File: src/rtl/chaotic_map_gen.sv
// chaotic_map_gen
// Logistic-map generator x(n+1) = R * x(n) * (1 - x(n)) in Q8.8.
// One 16-cycle shift-add multiplier is shared by the two products of each iteration.
// Each sample is offered on a valid/ready handshake.
// Optional macro CHAOS_ESCAPE_EN: when the result is zero or equals x,
// replace it with a nonzero value that differs from x.

module chaotic_map_gen #(
    parameter logic [15:0] R_Q88 = 16'h0300,
    parameter logic [15:0] SEED  = 16'h0080
) (
    input  logic        clk,
    input  logic        rst,
    input  logic        en,
    input  logic        seed_load,
    input  logic [15:0] seed_in,
    input  logic        ready,
    output logic [15:0] chaotic_value,
    output logic        valid,
    output logic        busy
);

    typedef enum logic [1:0] {
        IDLE,
        MUL1,
        MUL2,
        OUT
    } state_t;

    state_t      state;
    logic [15:0] x;
    logic [31:0] mcand;
    logic [15:0] mplier;
    logic [31:0] acc;
    logic [3:0]  step;

    logic [31:0] acc_next;
    logic [15:0] prod_q88;
    logic [15:0] y_clamped;
    logic [15:0] y_final;
    logic [15:0] seed_clamped;
    logic [15:0] one_minus_x;
    logic        unused_prod_bits;

    // One shift-add step, the truncated Q8.8 view of the product, and result shaping
    always_comb begin
        acc_next     = acc + (mplier[0] ? mcand : 32'd0);
        prod_q88     = acc_next[23:8];
        y_clamped    = (prod_q88 >= 16'h0100) ? 16'h00FF : prod_q88;
        seed_clamped = (seed_in >= 16'h0100) ? 16'h00FF : seed_in;
        one_minus_x  = 16'h0100 - x;
`ifdef CHAOS_ESCAPE_EN
        if ((y_clamped == 16'h0000) || (y_clamped == x)) begin
            y_final = ((x ^ 16'h00A5) | 16'h0001) & 16'h00FF;
        end else begin
            y_final = y_clamped;
        end
`else
        y_final = y_clamped;
`endif
    end

    assign unused_prod_bits = ^{acc_next[31:24], acc_next[7:0]};

    // Iteration sequencer: IDLE -> MUL1 (x*(1-x)) -> MUL2 (R*t) -> OUT, with seed_load overriding all
    always_ff @(posedge clk or posedge rst) begin
        if (rst) begin
            state         <= IDLE;
            x             <= SEED;
            chaotic_value <= 16'h0000;
            valid         <= 1'b0;
            busy          <= 1'b0;
            mcand         <= 32'd0;
            mplier        <= 16'd0;
            acc           <= 32'd0;
            step          <= 4'd0;
        end else if (seed_load) begin
            state  <= IDLE;
            x      <= seed_clamped;
            valid  <= 1'b0;
            busy   <= 1'b0;
            mcand  <= 32'd0;
            mplier <= 16'd0;
            acc    <= 32'd0;
            step   <= 4'd0;
        end else begin
            case (state)
                IDLE: begin
                    if (en) begin
                        state  <= MUL1;
                        busy   <= 1'b1;
                        mcand  <= {16'h0000, x};
                        mplier <= one_minus_x;
                        acc    <= 32'd0;
                        step   <= 4'd0;
                    end
                end
                MUL1: begin
                    if (step == 4'd15) begin
                        state  <= MUL2;
                        mcand  <= {16'h0000, R_Q88};
                        mplier <= prod_q88;
                        acc    <= 32'd0;
                        step   <= 4'd0;
                    end else begin
                        acc    <= acc_next;
                        mcand  <= mcand << 1;
                        mplier <= mplier >> 1;
                        step   <= step + 4'd1;
                    end
                end
                MUL2: begin
                    if (step == 4'd15) begin
                        state         <= OUT;
                        busy          <= 1'b0;
                        valid         <= 1'b1;
                        x             <= y_final;
                        chaotic_value <= y_final;
                        mcand         <= 32'd0;
                        mplier        <= 16'd0;
                        acc           <= 32'd0;
                        step          <= 4'd0;
                    end else begin
                        acc    <= acc_next;
                        mcand  <= mcand << 1;
                        mplier <= mplier >> 1;
                        step   <= step + 4'd1;
                    end
                end
                OUT: begin
                    if (ready) begin
                        valid <= 1'b0;
                        if (en) begin
                            state  <= MUL1;
                            busy   <= 1'b1;
                            mcand  <= {16'h0000, x};
                            mplier <= one_minus_x;
                            acc    <= 32'd0;
                            step   <= 4'd0;
                        end else begin
                            state <= IDLE;
                        end
                    end
                end
                default: begin
                    state <= IDLE;
                end
            endcase
        end
    end

endmodule

File: config.mk
export PLATFORM = sky130hd
export DESIGN_NAME = chaotic_map_gen
export DESIGN_NICKNAME = d
export VERILOG_FILES = /design/src/rtl/chaotic_map_gen.sv
export SDC_FILE = /design/constraint.sdc
export NUM_CORES = 1
export LEC_CHECK = 0
export BUFFER_PORTS_ARGS = -buffer_cell sky130_fd_sc_hd__buf_2
export CAP_MARGIN = 10
export CORE_MARGIN = 2
export CORE_UTILIZATION = 62
export CTS_CLUSTER_DIAMETER = 150
export CTS_CLUSTER_SIZE = 20
export DETAILED_ROUTE_END_ITERATION = 7
export PLACE_DENSITY_LB_ADDON = 0.12
export SYNTH_ARGS = -nofsm -noshare
export SYNTH_HDL_FRONTEND = slang
export SYNTH_SLANG_ARGS = --single-unit
File: constraint.sdc
create_clock -name clk -period 3.98 [get_ports clk]
set_input_delay 0.199 -clock clk [delete_from_list [all_inputs] [get_ports clk]]
set_output_delay 0.199 -clock clk [all_outputs]
set_load 0.01 [all_outputs]
After elaboration in Yosys (flattened, before gate mapping) --
Index checks and enable logic that the tools add are counted.
Word-level totals: bits in registers 120, output and inout port bits 18
Operators by class: $add $sub $neg 3, magnitude comparators 2, equality and inequality tests 8, muxes and demuxes 44, bitwise gates (word level) 1, reduce and logical (&&, ||, !) cells 11
Operators by type and width (number):
- $mux W32 | 10
- $mux W16 | 9
- $pmux W32 S4 | 1
- $pmux W32 S3 | 1
- $pmux W16 S4 | 1
- $add A32 B32 Y32 | 1
- $ge A16 B9 Y1 const B | 2
- $mux W4 | 4
- $sub A9 B16 Y16 const A | 1
- $mux W15 | 1
- $ne A3 B3 Y1 const B | 4
- $pmux W4 S3 | 1
- $mux W2 | 5
- $reduce_and A3 Y1 | 3
- $mux W1 | 8
- $pmux W2 S4 | 1
- $add A4 B1 Y4 const B | 1
- $eq A2 B2 Y1 const B | 2
- $eq A4 B4 Y1 const B | 1
- $reduce_and A4 Y1 | 1
- $reduce_bool A2 Y1 | 2
- $reduce_bool A4 Y1 | 1
- $pmux W1 S3 | 1
- $reduce_bool A3 Y1 | 1
- 6 further kinds | 6

Longest topological paths before layout --
Gate-level depths: netlist of the first run.
depth after elaboration 7, depth in mapped cells 13, gate-level depth less buffers 11

Worst setup path after synthesis of the first run --
Ideal clock, no wire load.
path kind reg-to-reg, from reg mplier[0], to reg x[1], data arrival time 3203 ps, data required time 3855 ps, path slack 652 ps, stages on the path, launching flop included 14, period minus slack after synthesis 3328 ps, path through dfrtp_1 > clkbuf_1 > and2_1 > ha_1 > fa_1 > a21o_1 > a221o_1 > a311oi_2 > nor2_1 > o311ai_1 > nand3_1 > nor3_4 > buf_8 > a21oi_2
On the way: cells in the longest elaborated chain, start to end 7
Ends and longest elaborated chain:
- from (decl) | RTL line 33 | logic [15:0] mplier;
- from (signal assigned) | RTL line 93 | mplier <= one_minus_x;
- from (signal assigned) | RTL line 102 | mplier <= prod_q88;
- from (signal assigned) | RTL line 108 | mplier <= mplier >> 1;
- $mux W32 * | RTL line 47 | acc_next = acc + (mplier[0] ? mcand : 32'd0);
- $add A32 B32 Y32 * | RTL line 47
- $ge A16 B9 Y1 | RTL line 49 | y_clamped = (prod_q88 >= 16'h0100) ? 16'h00FF : prod_q88;
- $mux W16 * | RTL line 49
- $mux W16 * | RTL line 113 | if (step == 4'd15) begin
- $mux W16 * | RTL line 87 | case (state)
- $mux W16 * | RTL line 77 | end else if (seed_load) begin
- to (signal assigned) | RTL line 79 | x <= seed_clamped;
- to (signal assigned) | RTL line 117 | x <= y_final;
- to (decl) | RTL line 31 | logic [15:0] x;
Every way passes the cells marked *; elsewhere a longest branch is shown, timed or not. The select of a mux whose other input is x is not followed. A chain may end at the register's enable or synchronous reset.

Worst setup path after layout of the first run --
from reg mplier[0], to reg x[3]
The elaborated chain is that of the path after synthesis.

==> results of run 1 <==
final timing paths:
check / to / slack (ns) / cells after the start
setup / recovery: x[3] / 0.30 / 12
hold / removal: mcand[15] / 0.006 / 2
setup reg to reg: x[3] / 0.30 / 12
hold reg to reg: mplier[5] / 0.49 / 2
max in group asynchronous: mcand[11] / 2.97 / 3
min in group clk: busy / 0.09 / 3
where the power goes:
group          internal (mW)  total, mW  switching (mW)
sequential              1.17       1.26          0.0934
clock                  0.310      0.732           0.423
combinational          0.284      0.904           0.620
registers in the layout, summed over array words and instances (netlist names):
name	cells
state	2
busy	1
mplier	16
acc	24
step	4
chaotic_value	16
mcand	24
x	16
valid	1
area by class of cell:
class | instances | share of cell area
multi-input cells | 584 | 0.5172
flip-flops and latches | 104 | 0.3771
repair buffers | 50 | 0.04059
well taps | 136 | 0.02465
clock buffers | 9 | 0.01794
clock inverters | 7 | 0.01504
inverters | 13 | 0.007430
per-stage QoR:
step,instance area (µm²),instances,hold WS (ns),total power [mW],util
floorplan,6390,740,0.3542,1.904,-
global placement,6676,887,0.4481,2.143,0.6555
detailed placement,6676,887,0.4623,2.172,0.6555
CTS,6904,903,0.03258,2.898,0.6779
global route,6904,903,0.05639,3.064,0.6779
finish,6904,903,0.005529,2.898,0.6779
cell usage after synthesis, types with 2 or more instances:
cell type  instances
nand2_1          119
dfrtp_1          103
o21ai_0           72
a21oi_1           54
nor2_1            49
and2_1            41
ha_1              30
clkbuf_1          29
nor3_1            24
a22o_1            22
xor2_1            18
nor2b_1           17
xnor2_1           15
a21oi_2           14
inv_1             13
nand3_1           11
o211ai_1          11
and3_1             7
a21o_1             5
nand2b_1           5
nand3b_1           5
nand4_1            5
or4_1              5
a211o_1            4
a211oi_1           4
o41ai_1            4
or3_1              4
a221o_1            3
buf_1              3
buf_2              3
nor4_1             3
o21a_1             3
o22ai_1            3
or2_2              3
a221oi_1           2
o211a_1            2
cell families after synthesis:
| kind of cell | count (synthesis) | share of synthesized area |
|---|---|---|
| simple gates | 301 | 0.2266 |
| compound gates | 218 | 0.2222 |
| fa+ha+maj | 31 | 0.06188 |
| mux | 1 | 0.001762 |
| xor+xnor | 33 | 0.04523 |
| buf+inv | 52 | 0.03485 |
| flops | 104 | 0.4075 |
worst reg2reg max path: stages, from the launching register on:
cell and delay (ns):
dfrtp_1 0.44, and2_1 0.18, ha_1 0.23, fa_1 0.42, a21o_1 0.21, a221oi_1 0.35, nor4b_1 0.15, nor3_1 0.49
a21oi_1 0.18, xor2_1 0.47, nor3_4 0.07, buf_4 0.24, a21oi_2 0.19
metal layers:
metal  up-vias  wire [µm]  GRT usage
li1       2660          -          -
met1      2716       7170     0.4116
met2       172       7853     0.5111
met3        35        944    0.06555
met4         0        384     0.1024
met5         -          0          0
==> metrics, run 1 <==
overall track demand over capacity in global routing 0.3107; Multi-input gate area 0.003571 mm²; critical path startpoint category register; Achievable Freq 271.8 MHz; drt wl/cell 18.11 µm; number of distinct library cells after synthesis 61; P_leak 3.308 nW; clock latency on the worst-skew pair 0.40 ns; # setup viols final 0; Required @ worst endpoint 4.31 ns; gr ovfl total 0; TritonRoute pass-1 iters 5; Nets 814; minimum clock period 3.679 ns; DPL Wire Length 11.83 mm; Seq/Total Area, Yosys 0.4075; CP cell instances and2_1 > ha_1 > fa_1 > a21o_1 > a221oi_1 > nor4b_1 > nor3_1 > a21oi_1 > xor2_1 > nor3_4 > buf_4 > a21oi_2; Max Cap Viol 0; Fill cells 857; Max Clock Skew 0.01579 ns; CTS root buf clkbuf_8; Post-synth EDFFs 0; vias in the first global route 5440; async set or reset register ratio after synthesis 1.000; status finished, final reports clean; Hold Violations, Final 0; Post-CTS Setup Bufs 0; Detailed Route Iter0 Violations 367; share of cells above drive strength 1 0.1213; die area 0.01113 mm²; area leader, netlist dfrtp_1; critical path's slowest cell nor3_1; Antenna Nets Post-Route 0; HP Class input pin to async pin; Critical Path Max Stage Delay 0.49 ns; CTS max path bufs 2; Area contributors post-synth dfrtp_1, nand2_1, ha_1; Initial Utilization 0.6274; area delta synth->final 8.048%; H-Tree Depth 3; Max VDD drop 0.4979 mV; Vias 5583; first-pass GRT wire length 27.23 mm; CTS Buf Count 9; TNS Setup 0 ns; via/cell ratio 6.183; Sink Count 104; reg2reg start mplier[0]; number of diodes 0; synthesized flop and latch total 104; most common library cell in the layout ignoring fill and taps nand2_1; Syn Std Cell Area 0.006390 mm²; Core ar. 0.01018 mm²; clock-pin slew on the worst setup and hold paths 0.12 ns; Final Max Tran Viols 0; antenna violations before repair 0; Crit. Startpoint mplier[0]; Yosys warnings 0; cells after synthesis 740; prevailing post-synth register cell dfrtp_1; crit end category register; DP Worst Slack 0.3949 ns; RSZ-0062 raised after global routing false; Rows 37; Die X 105.5 µm; Worst EP arrival 4.01 ns; power density cells 419.8 mW/mm²; worst path buffer plus inverter count 1; most frequent cells in the layout nand2_1, dfrtp_1, o21ai_0; Worst-Margin Slew 1.169 ns; Residual DRC 0; TritonCTS clock tree yes; Post-Syn Nets 792; CP delay by family, top compound AO/OA/AOI/OAI gates; Tcrit/Tclk final 0.9244; Synth Area per Inst 8.635 µm²; # resized after CTS 0; Final Worst Setup Slack 0.3011 ns; Hold-fix buffers, CTS 0; IO buf count 38; CP Class register to register; slew margin rel. 0.2208; FF+latch area 0.002604 mm²; num ports 39; Die H 105.5 µm; Yosys top cell area share 0.4034; pin count of the biggest net entering global routing 75; total routed wirelength 16.35 mm; routability cong. 0.8936; CP Max Fanout 16
(Power assumes the default switching activity.)
==> inputs of run 2 (changes only) <==
--- a/config.mk
+++ b/config.mk
@@ -7,12 +7,13 @@
 export LEC_CHECK = 0
 export BUFFER_PORTS_ARGS = -buffer_cell sky130_fd_sc_hd__buf_2
 export CAP_MARGIN = 10
+export CORE_ASPECT_RATIO = 1.5
 export CORE_MARGIN = 2
 export CORE_UTILIZATION = 62
 export CTS_CLUSTER_DIAMETER = 150
 export CTS_CLUSTER_SIZE = 20
 export DETAILED_ROUTE_END_ITERATION = 7
-export PLACE_DENSITY_LB_ADDON = 0.12
+export PLACE_DENSITY = 0.78
 export SYNTH_ARGS = -nofsm -noshare
 export SYNTH_HDL_FRONTEND = slang
 export SYNTH_SLANG_ARGS = --single-unit
==> run 2 against run 1 <==
  * First-iteration DRC count is 8.7% higher
  * Highest routed layer unchanged
  * Maximum frequency is 0.45% higher
  * Critical path type unchanged
  * Clock-buffer cell count is 1 higher
==> metrics, run 2 (synthesis results as in run 1) <==
status finished, final reports clean (unchanged); TritonRoute pass-1 iters 6 (was 5); Comb pwr share 0.288 (was 0.312); IO buf count 38 (unchanged); Sequential Power Share 0.399 (was 0.435); most common library cell in the layout ignoring fill and taps nand2_1 (unchanged); share of cells above drive strength 1 0.1190 (was 0.1213); clock latency on the worst-skew pair 0.35 ns (was 0.40 ns); Hold-fix buffers, CTS 0 (unchanged); Clk pwr share 0.313 (was 0.253); vias in the first global route 5416 (was 5440); CTS root buf clkbuf_16 (was clkbuf_8); switching power of the nets 1.135 mW (was 1.136 mW); Final Max Tran Viols 0 (unchanged); first-pass GRT wire length 26.55 mm (was 27.23 mm); Stages on worst setup path 12 (unchanged); CP Class register to register (unchanged); critical path's slowest cell o311ai_1 (was nor3_1); slew margin rel. 0.3159 (was 0.2208); Post-CTS Setup Bufs 0 (unchanged); crit end category register (unchanged); # resized after CTS 0 (unchanged); TNS Setup 0 ns (unchanged); pin count of the biggest net entering global routing 78 (was 75); power density cells 453.2 mW/mm² (was 419.8 mW/mm²); H-Tree Depth 3 (unchanged); largest registers acc (24), mcand (24) (unchanged); CP delay by family, top compound AO/OA/AOI/OAI gates (unchanged); # setup viols final 0 (unchanged); r2r worst-path depth 12 (unchanged); overall track demand over capacity in global routing 0.3015 (was 0.3107); sw frac 0.3594 (was 0.3919); area delta synth->final 9.046% (was 8.048%); Worst EP arrival 3.89 ns (was 4.01 ns); clock-pin slew on the worst setup and hold paths 0.07 ns (was 0.12 ns); CTS max path bufs 2 (unchanged); most frequent cells in the layout nand2_1, dfrtp_1, o21ai_0 (unchanged); number of diodes 0 (unchanged); worst path buffer plus inverter count 1 (unchanged); die area 0.01115 mm² (was 0.01113 mm²); RSZ-0062 raised after global routing false (unchanged); Die X 86.89 µm (was 105.5 µm); DPL Wire Length 11.51 mm (was 11.83 mm); routability cong. 1.005 (was 0.8936); via/cell ratio 6.390 (was 6.183); Hold Violations, Final 0 (unchanged); Worst-Margin Slew 1.022 ns (was 1.169 ns); Max Clock Skew 0.006711 ns (was 0.01579 ns); P_leak 3.353 nW (was 3.308 nW); Required @ worst endpoint 4.21 ns (was 4.31 ns); Core ar. 0.01008 mm² (was 0.01018 mm²); CTS Buf Count 9 (unchanged); CP Max Fanout 16 (unchanged); critical path startpoint category register (unchanged); internal power 2.023 mW (was 1.763 mW); HP Class input pin to async pin (unchanged); drt wl/cell 18.50 µm (was 18.11 µm); Initial Utilization 0.6340 (was 0.6274); Max VDD drop 0.5306 mV (was 0.4979 mV); Residual DRC 0 (unchanged); minimum clock period 3.662 ns (was 3.679 ns); gr ovfl total 0 (unchanged); Vias 5636 (was 5583); CP cell instances and2_1 > ha_1 > fa_1 > a21o_1 > a221o_1 > a311oi_2 > nor2_1 > o311ai_1 > nand3_1 > nor3_4 > buf_4 > a21oi_1 (was and2_1 > ha_1 > fa_1 > a21o_1 > a221oi_1 > nor4b_1 > nor3_1 > a21oi_1 > xor2_1 > nor3_4 > buf_4 > a21oi_2); antenna violations before repair 0 (unchanged); Tcrit/Tclk final 0.9202 (was 0.9244); Die H 128.3 µm (was 105.5 µm); Sink Count 104 (unchanged); Critical Path Max Stage Delay 0.45 ns (was 0.49 ns); Nets 812 (was 814); num ports 39 (unchanged); Antenna Nets Post-Route 0 (unchanged); Achievable Freq 273.0 MHz (was 271.8 MHz); Rows 45 (was 37); total routed wirelength 16.32 mm (was 16.35 mm); TritonCTS clock tree yes (unchanged); Max Cap Viol 0 (unchanged); Detailed Route Iter0 Violations 399 (was 367); Core Util, Final 0.6914 (was 0.6779); hold slack final 0.04910 ns (was 0.005529 ns)
## run 2: path summary, 6_finish.rpt
check,from,endpoint,slack (ns)
worst max-delay path,mplier[0],chaotic_value[0],0.32
worst min-delay path,rst,step[2],0.05
worst max register to register,mplier[0],chaotic_value[0],0.32
worst min register to register,mplier[9],mplier[9],0.48
max in group asynchronous,rst,acc[5],2.95
min in group clk,en,busy,0.15
## run 2: cell type report
| type | count | area [µm²] |
|---|---|---|
| clock buffers | 10 | 239.0 |
| clock inverters | 6 | 91.34 |
| inverters | 13 | 51.30 |
| fillers | 809 | 3110 |
| flip-flops and latches | 104 | 2604 |
| repair buffers | 48 | 265.3 |
| multi-input cells | 584 | 3571 |
| well taps | 117 | 146.4 |
## run 2: stage by stage
stage                     total power [mW]  setup slack, ns  instance area [µm²]  instances
after floorplan                      1.904           0.6523                 6390        740
after global placement               2.133           0.5175                 6638        866
after detailed placement             2.169           0.4024                 6638        866
after CTS                            3.149           0.3588                 6968        882
after global routing                 3.308           0.1919                 6968        882
final                                3.158           0.3176                 6968        882
## run 2: worst register-to-register path: stages, from the launching register on
cell and delay (ns):
dfrtp_1 0.40, and2_1 0.17, ha_1 0.22, fa_1 0.42, a21o_1 0.22, a221o_1 0.36, a311oi_2 0.39, nor2_1 0.15
o311ai_1 0.45, nand3_1 0.20, nor3_4 0.17, buf_4 0.28, a21oi_1 0.11
## run 2: power by group through the flow
stage	registers, mW	logic, mW	clock network, mW
2_1_floorplan	1.25	0.650	0
3_3_place_gp	1.27	0.860	0
3_5_place_dp	1.28	0.891	0
4_1_cts	1.26	0.897	0.995
5_1_grt	1.27	1.01	1.03
6_report	1.26	0.908	0.989
## run 2: routing by layer
layer  global-route usage  vias up  share of wire
met5                    0        -              0
met4               0.1673        0          0.050
met3              0.03335       64          0.050
met2               0.4971      227           0.49
met1               0.3837     2698           0.41
li1                     -     2647              -
==> inputs of run 3 (changes only) <==
==> constraint.sdc (replaced) <==
create_clock -name clk -period 3.98 [get_ports clk]
set_input_delay 0.796 -clock clk [delete_from_list [all_inputs] [get_ports clk]]
set_output_delay 0.796 -clock clk [all_outputs]
set_load 0.01 [all_outputs]
==> run 3 against run 2 <==
  * Via count shrank 0.12%
  * Clock skew grew 0.0026 ns
  * Non-clock buffer count shrank 1
  * Utilization shrank 0.52 points
  * Cell area shrank 0.75%
  * Clock-buffer cell count grew 1
  * Power shrank 5.0%
  * Maximum frequency grew 1.0%
  * Critical endpoint is now chaotic_value[1]
  * Largest cell class unchanged
==> metrics, run 3 (synthesis results as in run 1) <==
number of diodes 0 (unchanged); RSZ-0062 raised after global routing false (unchanged); Vias 5629 (was 5636); Worst R2R Setup Slack 0.35 ns (was 0.32 ns); TritonCTS clock tree yes (unchanged); Initial Utilization 0.6340 (unchanged); gr ovfl total 0 (unchanged); Critical Path Max Stage Delay 0.47 ns (was 0.45 ns); worst path buffer plus inverter count 1 (unchanged); TNS Setup 0 ns (unchanged); FF+latch area 0.002604 mm² (unchanged); HP Class register to register (was input pin to async pin); r2r worst-path depth 12 (unchanged); area delta synth->final 8.224% (was 9.046%); antenna violations before repair 0 (unchanged); clock latency on the worst-skew pair 0.35 ns (about the same); drt wl/cell 18.22 µm (was 18.50 µm); first-pass GRT wire length 26.55 mm (unchanged); TritonRoute pass-1 iters 5 (was 6); routability cong. 0.9814 (was 1.005); Residual DRC 0 (unchanged); Die H 128.3 µm (unchanged); total power 3.001 mW (was 3.158 mW); critical path's slowest cell o311ai_1 (unchanged); overall track demand over capacity in global routing 0.2991 (was 0.3015); Hold Violations, Final 0 (unchanged); Antenna Nets Post-Route 0 (unchanged); share of cells above drive strength 1 0.1152 (was 0.1190); Required @ worst endpoint 4.20 ns (was 4.21 ns); Multi-input gate area 0.003571 mm² (unchanged); hold path depth 2; Rows 45 (unchanged); Fill cells 815 (was 809); Hold-fix buffers, CTS 0 (unchanged); CTS Buf Count 9 (unchanged); Max Cap Viol 0 (unchanged); Final Max Tran Viols 0 (unchanged); # resized after CTS 0 (unchanged); Worst EP arrival 3.85 ns (was 3.89 ns); # setup viols final 0 (unchanged); crit end category register (unchanged); DPL Wire Length 11.54 mm (was 11.51 mm); CTS root buf clkbuf_16 (unchanged); vias in the first global route 5483 (was 5416); Max VDD drop 0.5060 mV (was 0.5306 mV); die area 0.01115 mm² (unchanged); via/cell ratio 6.389 (was 6.390); Tcrit/Tclk final 0.9110 (was 0.9202); most common library cell in the layout ignoring fill and taps nand2_1 (unchanged); power density cells 433.9 mW/mm² (was 453.2 mW/mm²); CP cell instances and2_1 > ha_1 > fa_1 > a21o_1 > a221o_1 > a311oi_2 > nor2_1 > o311ai_1 > nand3_1 > nor3_4 > buf_4 > a21oi_1 (unchanged); CP delay by family, top compound AO/OA/AOI/OAI gates (unchanged); Stages on worst setup path 12 (unchanged); Core ar. 0.01008 mm² (unchanged); Nets 811 (was 812); CP Max Fanout 16 (unchanged); Sink Count 104 (unchanged); largest registers acc (24), mcand (24) (unchanged); Die X 86.89 µm (unchanged); num ports 39 (unchanged); status finished, final reports clean (unchanged); CTS max path bufs 2 (unchanged); total routed wirelength 16.05 mm (was 16.32 mm); Detailed Route Iter0 Violations 384 (was 399); slew margin rel. 0.3130 (was 0.3159); Achievable Freq 275.8 MHz (was 273.0 MHz); Max Clock Skew 0.009288 ns (was 0.006711 ns); Worst-Margin Slew 1.027 ns (was 1.022 ns); most frequent cells in the layout nand2_1, dfrtp_1, o21ai_0 (unchanged); Post-CTS Setup Bufs 0 (unchanged); P_leak 3.324 nW (was 3.353 nW); H-Tree Depth 3 (unchanged); critical path startpoint category register (unchanged); CP Class register to register (unchanged); IO buf count 38 (unchanged); pin count of the biggest net entering global routing 75 (was 78); minimum clock period 3.626 ns (was 3.662 ns); clock-pin slew on the worst setup and hold paths 0.07 ns (about the same)
[run 3: path summary, 6_finish.rpt]
kind                            start          endpoint
max reg2reg                 mplier[0]  chaotic_value[1]
min                        mplier[10]        mplier[10]
max                         mplier[0]  chaotic_value[1]
max in group asynchronous         rst            acc[5]
min reg2reg                mplier[10]        mplier[10]
min in group asynchronous         rst             valid
[run 3: report_power, final]
group / total, mW / leakage, nW / switching (mW) / internal (mW)
Sequential: 1.26 / 1.40 / 0.0921 / 1.17
Combinational: 0.898 / 1.79 / 0.615 / 0.282
Clock: 0.842 / 0.134 / 0.410 / 0.431
Total: 3.00 / 3.32 / 1.12 / 1.88
[run 3: layout make-up]
| cell class | count | area share |
|---|---|---|
| tap | 117 | 0.02117 |
| timing repair buffer | 47 | 0.03908 |
| inverter | 13 | 0.007418 |
| clock buffer | 11 | 0.03365 |
| multi-input combinational | 584 | 0.5164 |
| clock inverter | 5 | 0.005790 |
| sequential | 104 | 0.3765 |
[run 3: worst min-delay path, stage by stage (launching register included)]
cell	delay (ns)
dfrtp_1	0.35
nand2_1	0.05
o21ai_0	0.06
[run 3: layer usage]
layer	part of all wire	up-vias	global-route usage
li1	-	2648	-
met1	0.42	2725	0.3932
met2	0.49	203	0.4809
met3	0.043	53	0.03207
met4	0.047	0	0.1664
met5	0	-	0
[run 3: metrics by stage]
step	setup WS, ns	hold slack (ns)	util	instance area [µm²]	std cells
after floorplan	0.4535	0.4431	-	6390	740
after global placement	0.5224	0.4583	0.6591	6643	865
after detailed placement	0.4641	0.4663	0.6591	6643	865
after CTS	0.3898	0.4834	0.6862	6915	881
after global routing	0.2132	0.5172	0.6862	6915	881
final	0.3541	0.4859	0.6862	6915	881
